<file path="src/rtl/bitwise_pipe.sv">
// bitwise_pipe: registered WIDTH-bit bitwise logic unit with per-bit mask,
// valid/ready on both sides, a 2-entry output FIFO and a wrapping debug counter.
module bitwise_pipe #(
  parameter int unsigned WIDTH = 4,
  parameter int unsigned CNT_W = 16
) (
  input  logic             clk,
  input  logic             reset_n,
  input  logic             in_valid,
  output logic             in_ready,
  input  logic [WIDTH-1:0] a,
  input  logic [WIDTH-1:0] b,
  input  logic [2:0]       op,
  input  logic [WIDTH-1:0] mask,
  output logic             out_valid,
  input  logic             out_ready,
  output logic [WIDTH-1:0] y,
  output logic [CNT_W-1:0] done_cnt
);

  typedef enum logic [1:0] {
    S_EMPTY = 2'd0,
    S_ONE   = 2'd1,
    S_TWO   = 2'd2
  } state_t;

  state_t           r_state;
  logic [WIDTH-1:0] r_y;
  logic [WIDTH-1:0] r_tail;
  logic [CNT_W-1:0] r_cnt;

  logic [WIDTH-1:0] w_f;
  logic [WIDTH-1:0] w_res;
  logic             w_push;
  logic             w_pop;

  // Unmasked operation result, selected by op
  always_comb begin
    w_f = '0;
    case (op)
      3'b000:  w_f = ~a;
      3'b001:  w_f = a & b;
      3'b010:  w_f = a | b;
      3'b011:  w_f = a ^ b;
      3'b100:  w_f = ~(a & b);
      3'b101:  w_f = ~(a | b);
      3'b110:  w_f = ~(a ^ b);
      default: w_f = a;
    endcase
  end

  // Masked-off bits pass operand A through unchanged
  assign w_res = (mask & w_f) | (~mask & a);

  // Handshake flags decode only registered state (reset_n gates in_ready low during reset)
  assign in_ready  = reset_n && (r_state != S_TWO);
  assign out_valid = (r_state != S_EMPTY);
  assign w_push    = in_valid && in_ready;
  assign w_pop     = out_valid && out_ready;

  assign y        = r_y;
  assign done_cnt = r_cnt;

  // Occupancy FSM with head (y) and tail (skid) registers
  always_ff @(posedge clk or negedge reset_n) begin
    if (!reset_n) begin
      r_state <= S_EMPTY;
      r_y     <= '0;
      r_tail  <= '0;
    end else begin
      case (r_state)
        S_EMPTY: begin
          if (w_push) begin
            r_y     <= w_res;
            r_state <= S_ONE;
          end
        end
        S_ONE: begin
          if (w_push && w_pop) begin
            r_y <= w_res;
          end else if (w_push) begin
            r_tail  <= w_res;
            r_state <= S_TWO;
          end else if (w_pop) begin
            r_state <= S_EMPTY;
          end
        end
        S_TWO: begin
          if (w_pop) begin
            r_y     <= r_tail;
            r_state <= S_ONE;
          end
        end
        default: r_state <= S_EMPTY;
      endcase
    end
  end

  // Completed output handshakes, wrapping naturally at 2^CNT_W
  always_ff @(posedge clk or negedge reset_n) begin
    if (!reset_n) begin
      r_cnt <= '0;
    end else if (w_pop) begin
      r_cnt <= r_cnt + CNT_W'(1);
    end
  end

endmodule

</file>
<file path="config.mk">
export PLATFORM = sky130hd
export DESIGN_NAME = bitwise_pipe
export DESIGN_NICKNAME = d
export VERILOG_FILES = /design/src/rtl/bitwise_pipe.sv
export SDC_FILE = /design/constraint.sdc
export NUM_CORES = 1
export LEC_CHECK = 0
export ABC_AREA = 1
export BUFFER_PORTS_ARGS = -buffer_cell sky130_fd_sc_hd__buf_2
export CORE_ASPECT_RATIO = 0.7
export CORE_MARGIN = 5
export CORE_UTILIZATION = 48
export DETAILED_ROUTE_END_ITERATION = 8
export GPL_TIMING_DRIVEN = 0
export HOLD_SLACK_MARGIN = 0.03
export PLACE_DENSITY = 0.76
export SETUP_SLACK_MARGIN = 0.15
export SLEW_MARGIN = 20
export SYNTH_ARGS = -nofsm -noshare
export SYNTH_HDL_FRONTEND = slang
export SYNTH_SLANG_ARGS = --single-unit
</file>
<file path="constraint.sdc">
create_clock -name clk -period 1.3 [get_ports clk]
set_input_delay 0.26 -clock clk [delete_from_list [all_inputs] [get_ports clk]]
set_output_delay 0.26 -clock clk [all_outputs]
set_load 0.005 [all_outputs]
</file>
==> qor.csv <==
stage,metric,value,unit
run_status,outcome,"complete, but fails checks",
run_status,violations,"negative hold slack, negative setup slack",
route,drt_iter0_drc,93,
grt,antenna_found_initial,0,
sta,hold_viol,26,
logic_synthesis,syn_area_per_cell,7.30,µm²
pwr,power_frac_clock,18.9,%
sta,skew,0.00887,ns
pwr,power_density,1150,mW/mm²
setup_path,crit_arrival,1.20,ns
place,hpwl,2720,µm
logic_synthesis,synth_top_family_by_area,simple AND/OR/NAND/NOR gates,
grt,grt_max_degree,29,
logic_synthesis,ys_seq_elements,26,
logic_synthesis,synthAdderAreaFrac,6.65,%
sta,tightest_slew,0.360,ns
final_layout,nets,331,
floorplanning,die_w,81.0,µm
logic_synthesis,yosysWarningCount,0,
logic_synthesis,synth-simple-area-share,33.3,%
clocking,cts_tree,built,
grt,grt_pass1_wl,6420,µm
final_layout,nFillCells,290,
sta,drv_slew,0,
clocking,htree_num_levels,1,
sta,finalSetupViolations,18,
route,ant_nets,0,
final_layout,layout_commonest_cell,nand2_1,
clocking,cts.reportedPaths.clkPinSlew,0.09,ns
place,portBuffers,40,
pwr,switching_share,34.2,%
route,routedWlPerCell,12.9,µm
setup_path,cp.required,1.04,ns
sta,grt_setup_unrepaired,yes,
setup_path,start_kind,flip-flop,
grt,grt-ovfl-total,0,
sta,finalCriticalPeriod,1.46,ns
place,gp_congestion,0.856,
logic_synthesis,muxShareOfSynthArea,0,%
setup_path,worstSetupPathType,flip-flop to output port,
pwr,p_comb_share,39.9,%
sta,whs,-0.114,ns
pwr,seq_power_share,41.1,%
clocking,numClockSinks,26,
logic_synthesis,syn-cell-area,0.00169,mm²
sta,finalCritPeriodShare,112,%
pwr,p_switching,0.954,mW
logic_synthesis,synth_xor_area_share,7.76,%
route,vias,1663,
job,maxCapViolations,0,
route,first_pass_iters,4,
grt,track_usage,17.0,%
clocking,clock_latency,0.27,ns
floorplanning,die_area,0.00483,mm²
sta,fin_setup_tns,-1.73,ns
pwr,peakVddDrop,0.000730,V
floorplanning,rows,18,
final_layout,finish.utilization,69.7,%
logic_synthesis,seq_area_frac_synth,38.4,%
grt,grt_pass1_vias,1425,
final_layout,drive_gt1_share,36.1,%
logic_synthesis,synth_nets,260,
setup_path,critical_path.max_fanout,3,
sta,max_slew_margin,76.0,%
clocking,ctsLongestPathBuffers,2,
logic_synthesis,synth_cell_types,21,
sta,max_freq,687,MHz
clocking,cts-root-buf,clkbuf_8,
pwr,intPower,1.84,mW
floorplanning,io_pins,41,
route,finalWirelength,4540,µm
final_layout,antennaDiodeCount,0,
floorplanning,core_area,0.00347,mm²
logic_synthesis,synth-compound-area-share,6.13,%
setup_path,end_kind,output port,
final_layout,synthToLayoutAreaGrowth,42.9,%
floorplanning,fp.dieH,59.7,µm
floorplanning,initial_utilization,48.8,%
hold_path,hold_class,input port to asynchronous set/reset pin,
logic_synthesis,syn_inst,232,
final_layout,final_cell_mix,"nand2_1 (78), buf_2 (35), inv_1 (30)",
setup_path,critPathLaunch,r_state[0],
route,drcViolationCount,0,
clocking,numCtsBuffers,3,
setup_path,reg2reg_from,r_state[0],
sta,worst_slack,-0.155,ns
route,via_per_inst,4.72,
pwr,p_leak,1.39,nW
worst paths after layout:
kind,slack (ns),endpoint,cells past startpoint
max,-0.16,in_ready,6
min,-0.11,done_cnt[6],1
max reg2reg,-0.15,r_state[0],8
min reg2reg,0.49,done_cnt[14],1
max in group asynchronous,1.13,done_cnt[1],1
min in group clk,0.32,r_state[1],2
state kept, by name, indices dropped and copies added, names as in the netlist:
name and count:
done_cnt 16, y 4, r_tail 4, r_state 2
critical path: stages (launching register included):
cell and delay (ns):
dfrtp_1 0.42, inv_1 0.08, nand2_2 0.07, buf_6 0.13, inv_4 0.06, nor2_1 0.03
buf_2 0.12
power by group through the flow:
stage / Sequential, mW / Combinational (mW) / Clock, mW
after floorplan: 1.12 / 0.357 / 0
after global placement: 1.12 / 0.595 / 0
after detailed placement: 1.13 / 0.611 / 0
after CTS: 1.13 / 0.816 / 0.533
after global routing: 1.17 / 1.21 / 0.574
final: 1.15 / 1.12 / 0.529
cells by family after synthesis:
kind of cell,after synthesis
compound gates,15
xor+xnor,15
fa+ha+maj,9
buf+inv,34
flops,26
simple gates,133
repair_timing:
item | 4_1_cts | 5_1_grt
setup endpoints to repair | 21 | 34
endpoints found under the hold margin | 26 | 26
buffers inserted | 14 | 12
pin swaps | 8 | 14
cloned | 0 | 0
resized for setup | 27 | 22
stage by stage:
stage	power, mW	cells	hold slack [ns]	setup WS [ns]	instance area [µm²]
final	2.79	352	-0.114	-0.155	2420
after global routing	2.95	352	-0.0903	-0.225	2420
after CTS	2.48	340	-0.103	-0.0987	2240
after detailed placement	1.74	322	0.298	-0.549	1960
after floorplan	1.48	232	-0.0356	0.0510	1700
after global placement	1.72	322	0.300	-0.495	1960
per-layer routing:
metal | track usage [%] | vias to the layer above | part of all wire (%) | routed length (µm)
met5 | 0 | - | 0 | 0
met4 | 1.45 | 0 | 1.4 | 64
met3 | 4.22 | 6 | 5.2 | 238
met2 | 28.0 | 57 | 50 | 2250
met1 | 23.7 | 754 | 44 | 1990
li1 | - | 846 | - | -
layout make-up:
class,instances,area [µm²],area share (%)
buffer,1,11.3,0.466
clock buffer,4,55.1,2.28
inverter,33,126,5.23
multi-input combinational,172,1050,43.6
sequential,26,656,27.1
tap,50,62.6,2.59
timing repair buffer,66,453,18.7
synth_stat cells:
library cell	n	area [µm²]
nor2_2	4	25.0
nand2_2	2	12.5
nand3_1	13	65.1
xor2_1	7	61.3
a21boi_1	1	7.51
nand2_1	86	323
a21oi_1	4	20.0
a22oi_4	1	21.3
dfrtp_1	26	651
o21bai_1	4	30.0
ha_1	9	113
inv_1	30	113
nor2_4	3	33.8
nor2_1	22	82.6
buf_4	1	7.51
o21ai_0	5	25.0
nand3_2	1	10.0
nand4_1	1	6.26
inv_2	3	11.3
nor3_1	1	5.00
xnor2_1	8	70.1
(Power assumes the default switching activity.)
